## config.mk

```make
export PLATFORM = sky130hd
export DESIGN_NAME = mc_ctrl
export DESIGN_NICKNAME = d
export VERILOG_FILES = /design/src/rtl/mc_ctrl.sv
export SDC_FILE = /design/constraint.sdc
export NUM_CORES = 1
export LEC_CHECK = 0
export CAP_MARGIN = 15
export CELL_PAD_IN_SITES_DETAIL_PLACEMENT = 1
export CELL_PAD_IN_SITES_GLOBAL_PLACEMENT = 1
export CORE_MARGIN = 2
export CORE_UTILIZATION = 24
export DETAILED_ROUTE_END_ITERATION = 10
export GPL_TIMING_DRIVEN = 0
export MAX_ROUTING_LAYER = met4
export PLACE_DENSITY_LB_ADDON = 0.05
export SLEW_MARGIN = 25
export SYNTH_ARGS = -nofsm -noshare
export SYNTH_HDL_FRONTEND = slang
export SYNTH_SLANG_ARGS = --single-unit
```

## constraint.sdc

```tcl
create_clock -name clk -period 1.6 [get_ports clk]
set_input_delay 0.16 -clock clk [delete_from_list [all_inputs] [get_ports clk]]
set_output_delay 0.16 -clock clk [all_outputs]
set_load 0.05 [all_outputs]
```

## src/rtl/mc_ctrl.sv

```systemverilog
// mc_ctrl: multicycle main controller for the MIPS datapath.
// Steps each instruction through FETCH/DECODE/EXE/MEM/WB/BRANCH/JUMP and
// drives the datapath strobes and mux selects as a Moore decode of the
// current state and the instruction held in IR (Op/Funct).
module mc_ctrl (
  input  logic       clk,
  input  logic       rst,
  input  logic [5:0] Op,
  input  logic [5:0] Funct,
  input  logic       Zero,
  output logic       PCWr,
  output logic       IRWr,
  output logic       RFWr,
  output logic       DMWr,
  output logic [1:0] NPCOp,
  output logic [1:0] EXTOp,
  output logic [2:0] ALUOp,
  output logic       BSel,
  output logic [1:0] WDSel,
  output logic [1:0] GPRSel,
  output logic       Illegal,
  output logic [3:0] State
);

  localparam int unsigned OP_W  = 6;
  localparam int unsigned ST_W  = 4;

  // Opcodes
  localparam logic [OP_W-1:0] OP_RTYPE = 6'b000000;
  localparam logic [OP_W-1:0] OP_ORI   = 6'b001101;
  localparam logic [OP_W-1:0] OP_LUI   = 6'b001111;
  localparam logic [OP_W-1:0] OP_ADDIU = 6'b001001;
  localparam logic [OP_W-1:0] OP_LW    = 6'b100011;
  localparam logic [OP_W-1:0] OP_SW    = 6'b101011;
  localparam logic [OP_W-1:0] OP_BEQ   = 6'b000100;
  localparam logic [OP_W-1:0] OP_J     = 6'b000010;
  localparam logic [OP_W-1:0] OP_JAL   = 6'b000011;

  // R-type function codes
  localparam logic [OP_W-1:0] FN_ADDU  = 6'b100001;
  localparam logic [OP_W-1:0] FN_SUBU  = 6'b100011;
  localparam logic [OP_W-1:0] FN_SLT   = 6'b101010;
  localparam logic [OP_W-1:0] FN_JR    = 6'b001000;

  // Next-PC modes
  localparam logic [1:0] NPC_PC4    = 2'b00;
  localparam logic [1:0] NPC_BRANCH = 2'b01;
  localparam logic [1:0] NPC_JUMP   = 2'b10;
  localparam logic [1:0] NPC_JR     = 2'b11;

  // Extender modes
  localparam logic [1:0] EXTOP_ZERO = 2'b00;
  localparam logic [1:0] EXTOP_SIGN = 2'b01;
  localparam logic [1:0] EXTOP_HIGH = 2'b10;

  // ALU operations
  localparam logic [2:0] ALU_ADD  = 3'b000;
  localparam logic [2:0] ALU_SUB  = 3'b001;
  localparam logic [2:0] ALU_OR   = 3'b010;
  localparam logic [2:0] ALU_SLT  = 3'b011;
  localparam logic [2:0] ALU_PASS = 3'b100;

  // Register-file write data / destination selects
  localparam logic [1:0] WD_ALU  = 2'b00;
  localparam logic [1:0] WD_DM   = 2'b01;
  localparam logic [1:0] WD_PC4  = 2'b10;
  localparam logic [1:0] GPR_RD  = 2'b00;
  localparam logic [1:0] GPR_RT  = 2'b01;
  localparam logic [1:0] GPR_31  = 2'b10;

  typedef enum logic [ST_W-1:0] {
    S_FETCH  = 4'd0,
    S_DECODE = 4'd1,
    S_EXE    = 4'd2,
    S_MEM_RD = 4'd3,
    S_MEM_WR = 4'd4,
    S_WB_ALU = 4'd5,
    S_WB_MEM = 4'd6,
    S_BRANCH = 4'd7,
    S_JUMP   = 4'd8
  } state_t;

  state_t state_q;
  state_t state_d;

  // Instruction decode of the IR fields
  logic is_r, r_addu, r_subu, r_slt, r_jr, r_alu;
  logic i_ori, i_lui, i_addiu, i_lw, i_sw, i_beq, j_j, j_jal;
  logic is_itype, go_exe, go_jump;
  logic [1:0] ext_dec;
  logic [2:0] alu_dec;

  // Classify the current instruction
  always_comb begin
    is_r     = (Op == OP_RTYPE);
    r_addu   = is_r && (Funct == FN_ADDU);
    r_subu   = is_r && (Funct == FN_SUBU);
    r_slt    = is_r && (Funct == FN_SLT);
    r_jr     = is_r && (Funct == FN_JR);
    r_alu    = r_addu || r_subu || r_slt;
    i_ori    = (Op == OP_ORI);
    i_lui    = (Op == OP_LUI);
    i_addiu  = (Op == OP_ADDIU);
    i_lw     = (Op == OP_LW);
    i_sw     = (Op == OP_SW);
    i_beq    = (Op == OP_BEQ);
    j_j      = (Op == OP_J);
    j_jal    = (Op == OP_JAL);
    is_itype = i_ori || i_lui || i_addiu || i_lw || i_sw;
    go_exe   = r_alu || is_itype;
    go_jump  = j_j || j_jal || r_jr;
  end

  // Extender mode and EXE-stage ALU operation per instruction
  always_comb begin
    ext_dec = EXTOP_ZERO;
    if (i_lui) begin
      ext_dec = EXTOP_HIGH;
    end else if (i_addiu || i_lw || i_sw || i_beq) begin
      ext_dec = EXTOP_SIGN;
    end

    alu_dec = ALU_ADD;
    if (r_subu) begin
      alu_dec = ALU_SUB;
    end else if (r_slt) begin
      alu_dec = ALU_SLT;
    end else if (i_ori) begin
      alu_dec = ALU_OR;
    end else if (i_lui) begin
      alu_dec = ALU_PASS;
    end
  end

  // State register; reset returns to FETCH immediately
  always_ff @(posedge clk or negedge rst) begin
    if (!rst) begin
      state_q <= S_FETCH;
    end else begin
      state_q <= state_d;
    end
  end

  // Next-state and Moore output decode; outputs held low throughout reset
  always_comb begin
    state_d = state_q;
    PCWr    = 1'b0;
    IRWr    = 1'b0;
    RFWr    = 1'b0;
    DMWr    = 1'b0;
    NPCOp   = NPC_PC4;
    EXTOp   = EXTOP_ZERO;
    ALUOp   = ALU_ADD;
    BSel    = 1'b0;
    WDSel   = WD_ALU;
    GPRSel  = GPR_RD;
    Illegal = 1'b0;

    if (state_q != S_FETCH) begin
      EXTOp = ext_dec;
    end

    case (state_q)
      S_FETCH: begin
        state_d = S_DECODE;
        PCWr    = 1'b1;
        IRWr    = 1'b1;
        NPCOp   = NPC_PC4;
      end
      S_DECODE: begin
        if (i_beq) begin
          state_d = S_BRANCH;
        end else if (go_jump) begin
          state_d = S_JUMP;
        end else if (go_exe) begin
          state_d = S_EXE;
        end else begin
          state_d = S_FETCH;
          Illegal = 1'b1;
        end
      end
      S_EXE: begin
        ALUOp = alu_dec;
        BSel  = is_itype;
        if (i_lw) begin
          state_d = S_MEM_RD;
        end else if (i_sw) begin
          state_d = S_MEM_WR;
        end else begin
          state_d = S_WB_ALU;
        end
      end
      S_MEM_RD: begin
        state_d = S_WB_MEM;
      end
      S_MEM_WR: begin
        state_d = S_FETCH;
        DMWr    = 1'b1;
      end
      S_WB_ALU: begin
        state_d = S_FETCH;
        RFWr    = 1'b1;
        WDSel   = WD_ALU;
        GPRSel  = is_r ? GPR_RD : GPR_RT;
      end
      S_WB_MEM: begin
        state_d = S_FETCH;
        RFWr    = 1'b1;
        WDSel   = WD_DM;
        GPRSel  = GPR_RT;
      end
      S_BRANCH: begin
        state_d = S_FETCH;
        ALUOp   = ALU_SUB;
        BSel    = 1'b0;
        PCWr    = Zero;
        NPCOp   = NPC_BRANCH;
      end
      S_JUMP: begin
        state_d = S_FETCH;
        PCWr    = 1'b1;
        if (r_jr) begin
          NPCOp = NPC_JR;
        end else begin
          NPCOp = NPC_JUMP;
        end
        if (j_jal) begin
          RFWr   = 1'b1;
          WDSel  = WD_PC4;
          GPRSel = GPR_31;
        end
      end
      default: begin
        state_d = S_FETCH;
      end
    endcase

    // Strobes must not leak while the controller is held in reset
    if (!rst) begin
      PCWr    = 1'b0;
      IRWr    = 1'b0;
      RFWr    = 1'b0;
      DMWr    = 1'b0;
      NPCOp   = NPC_PC4;
      EXTOp   = EXTOP_ZERO;
      ALUOp   = ALU_ADD;
      BSel    = 1'b0;
      WDSel   = WD_ALU;
      GPRSel  = GPR_RD;
      Illegal = 1'b0;
    end
  end

  assign State = ST_W'(state_q);

endmodule
```

==> flow_metrics.py <==
metrics = {
    "status": {
        "outcome": "complete, but fails checks",
        "violations": "setup timing",
    },
    "pwr": {
        "peakVddDrop_uv": 1200,
        "switching_power_uw": 860,
        "internal_power_uw": 780,
        "p_leak_nw": 0.682,
        "seq_power_share_pct": 10.4,
        "clockPowerShare_pct": 8.3,
        "comb_power_share_pct": 81.3,
        "pwr_density_cell_mw_per_mm2": 1030,
        "switching_share_pct": 52.4,
    },
    "cts": {
        "clk_latency_ns": 0.24,
        "cts.clk_slew.worst_paths_ns": 0.04,
        "clk_path_buf_depth": 2,
        "htreeDepth": 1,
        "cts-root-buf": "clkbuf_4",
        "cts.sinks": 4,
        "cts_buffers": 3,
        "cts_tree": "done",
    },
    "synth": {
        "netlist_instances": 92,
        "ys_async_sr_fraction_pct": 100,
        "synth_common_cells": "nor2_1, nand2_1, nor2b_1, nor3_1, nand3_1",
        "avgSynthCellArea_sq_um": 6.79,
        "ys_ff_latch": 4,
        "yosysUniqueCellTypes": 37,
        "synth_top_area_share_pct": 16.0,
        "netlist_area_sq_um": 624,
        "synth_edf_count": 0,
        "synthMostInstantiatedCell": "nor2_1",
        "yosysSeqAreaShare_pct": 16.0,
        "yosys.area.top_type": "dfrtp_1",
        "ys.flop_type": "dfrtp_1",
        "synth.area.top_cells": "dfrtp_1, nor2_1, nor2b_1",
        "syn-num-nets": 107,
        "yosys_warnings": 0,
    },
    "worst_setup_path": {
        "crit_path_start_kind": "flip-flop",
        "critical_path_required_ns": 1.44,
        "rr_worst_depth": 6,
        "crit_start": "State[0]",
        "critPathTopFamily": "simple AND/OR/NAND/NOR gates",
        "cp_cell_sequence": "or4_4 -> nor3_4 -> o21bai_4 -> buf_6",
        "rrSetupSlack_ns": 0.18,
        "cp_slowest_cell": "or4_4",
        "cpPeakStageDelay_ns": 0.59,
        "rr_endpoint": "State[3]",
        "path_depth": 4,
        "cp.arrival_ns": 1.84,
        "timing.rr.start": "State[2]",
        "critPathBufInv": 1,
        "cp-endpoint": "RFWr",
        "criticalPathCategory": "reg -> out",
        "crit_path_end_kind": "output port",
        "worstPathMaxFanout": 3,
    },
    "global_route": {
        "use_met3_pct": 2.42,
        "grt_max_degree": 11,
        "grt_pass1_vias": 898,
        "grt_use_total_pct": 21.5,
        "antenna_found_initial": 0,
        "grt_pass1_wl_um": 4420,
        "overflow": 0,
        "grt_util_met2_pct": 37.7,
        "grt_busiest_layer": "met2",
        "use_met1_pct": 26.9,
    },
    "sta": {
        "slew_violations": 0,
        "tightest_slew_ns": 0.527,
        "setup_ws_ns": -0.396,
        "period_share_pct": 125,
        "layout_min_cycle_time_ns": 2.00,
        "maxSlewHeadroom_pct": 64.8,
        "timing.hold.ws_ns": 0.316,
        "fmax_mhz": 501,
        "setup_viol": 16,
        "rsz0062_at_grt": "true",
        "clock-skew-final_ns": 0.00241,
        "hold_viol_final": 0,
    },
    "die": {
        "rows": 18,
        "die_w_um": 55.0,
        "initial_utilization_pct": 25.2,
        "core_sq_mm": 0.00248,
        "pin_count": 36,
        "fp.dieH_um": 55.0,
        "die_area_sq_mm": 0.00303,
    },
    "routing": {
        "drt_iter0_drc": 10,
        "ant_nets": 0,
        "vias": 1039,
        "drt-pass1-iter-count": 5,
        "drt-total-wl_um": 3840,
        "post_drt_wl_per_cell_um": 20.7,
        "drc": 0,
        "via_per_inst": 5.59,
    },
    "finish": {
        "fin_cells": 186,
        "nFillCells": 272,
        "fin_util_pct": 64.1,
        "syn2layout_area_growth_pct": 155,
        "final_cell_area_sq_mm": 0.00159,
        "fin_nets": 173,
        "diodes": 0,
        "drive_gt1_share_pct": 62.8,
        "largest_reg_flops": 4,
    },
    "placement": {
        "place.gp.congestion": 0.774,
        "portBuffers": 32,
        "place_area_sq_mm": 0.00114,
        "place_inst": 154,
        "dp_hpwl_um": 1870,
    },
    "min_path": {
        "hold_path.class": "in -> reg",
    },
    "run": {
        "drv_cap": 0,
    },
}
worst min-delay path: cells and delay by family:
family / cells / cell delay, ns
AO/OA/AOI/OAI: 2 / 0.23
buffers and inverters: 1 / 0.12
stage by stage:
stage | TNS (ns) | power, mW | setup slack, ns
6_report | -4.00 | 1.64 | -0.396
5_1_grt | -4.77 | 1.71 | -0.443
4_1_cts | -2.16 | 1.43 | -0.300
3_5_place_dp | -16.13 | 1.00 | -1.27
3_3_place_gp | -15.71 | 0.988 | -1.25
2_1_floorplan | -3.00 | 0.761 | -0.518
repair_timing:
| item | CTS | global route |
|---|---|---|
| resized for setup | 161 | 23 |
| pin swaps | 14 | 7 |
| cloned | 0 | 0 |
| hold buffers | 1 | 0 |
| buffers inserted | 17 | 14 |
| hold endpoints to repair | 4 | 0 |
| setup endpoints to repair | 19 | 18 |
routing by layer:
metal / vias up / wire (um)
met4: 0 / 50
met3: 6 / 147
li1: 474 / -
met2: 40 / 1930
met5: - / 0
met1: 519 / 1710
kinds of logic after synthesis:
group,synth area share [%]
multiplexers,1.60
AO/OA/AOI/OAI,22.2
buffers and inverters,7.81
flip-flops,16.0
AND/OR/NAND/NOR,52.3
power by group through the flow:
stage | clock network, mW | logic [mW] | registers, mW
2_1_floorplan | 0 | 0.503 | 0.258
5_1_grt | 0.147 | 1.39 | 0.175
3_5_place_dp | 0 | 0.830 | 0.172
6_report | 0.136 | 1.33 | 0.171
4_1_cts | 0.131 | 1.14 | 0.164
3_3_place_gp | 0 | 0.819 | 0.169
layout by cell type, fill, tap and decap left out, types with 2 or more instances in the layout:
master	count
nand3_1	3
buf_2	4
nor2b_1	2
dlymetal6s2s_1	2
nor3_1	3
nor2_1	9
dlygate4sd2_1	7
nand2_4	3
buf_6	21
a41oi_2	2
dfrtp_2	4
inv_1	2
buf_4	22
clkdlybuf4s15_2	2
o31ai_4	2
nor4_4	2
clkbuf_4	3
nor2_4	3
o21ai_1	3
o32a_1	2
buf_8	3
clkdlybuf4s50_1	3
nor2b_4	5
nor3_4	4
nand4_1	2
nand2_1	7
worst min-delay path by stage:
stage,cells past startpoint,end,start
2_1_floorplan,0,State[0],rst
3_3_place_gp,1,State[0],rst
3_5_place_dp,1,State[2],rst
4_1_cts,3,State[2],Op[3]
5_1_grt,3,State[2],Op[3]
6_report,3,State[2],Op[3]
cell type report:
cell class | instances | area (sq um) | area share [%]
plain buffers | 5 | 33.8 | 2.13
well taps | 30 | 37.5 | 2.36
clock buffers | 3 | 22.5 | 1.42
repair buffers | 62 | 607 | 38.2
multi-input cells | 79 | 772 | 48.6
inverters | 3 | 11.3 | 0.709
flip-flops and latches | 4 | 105 | 6.61
(Power assumes the default switching activity.)
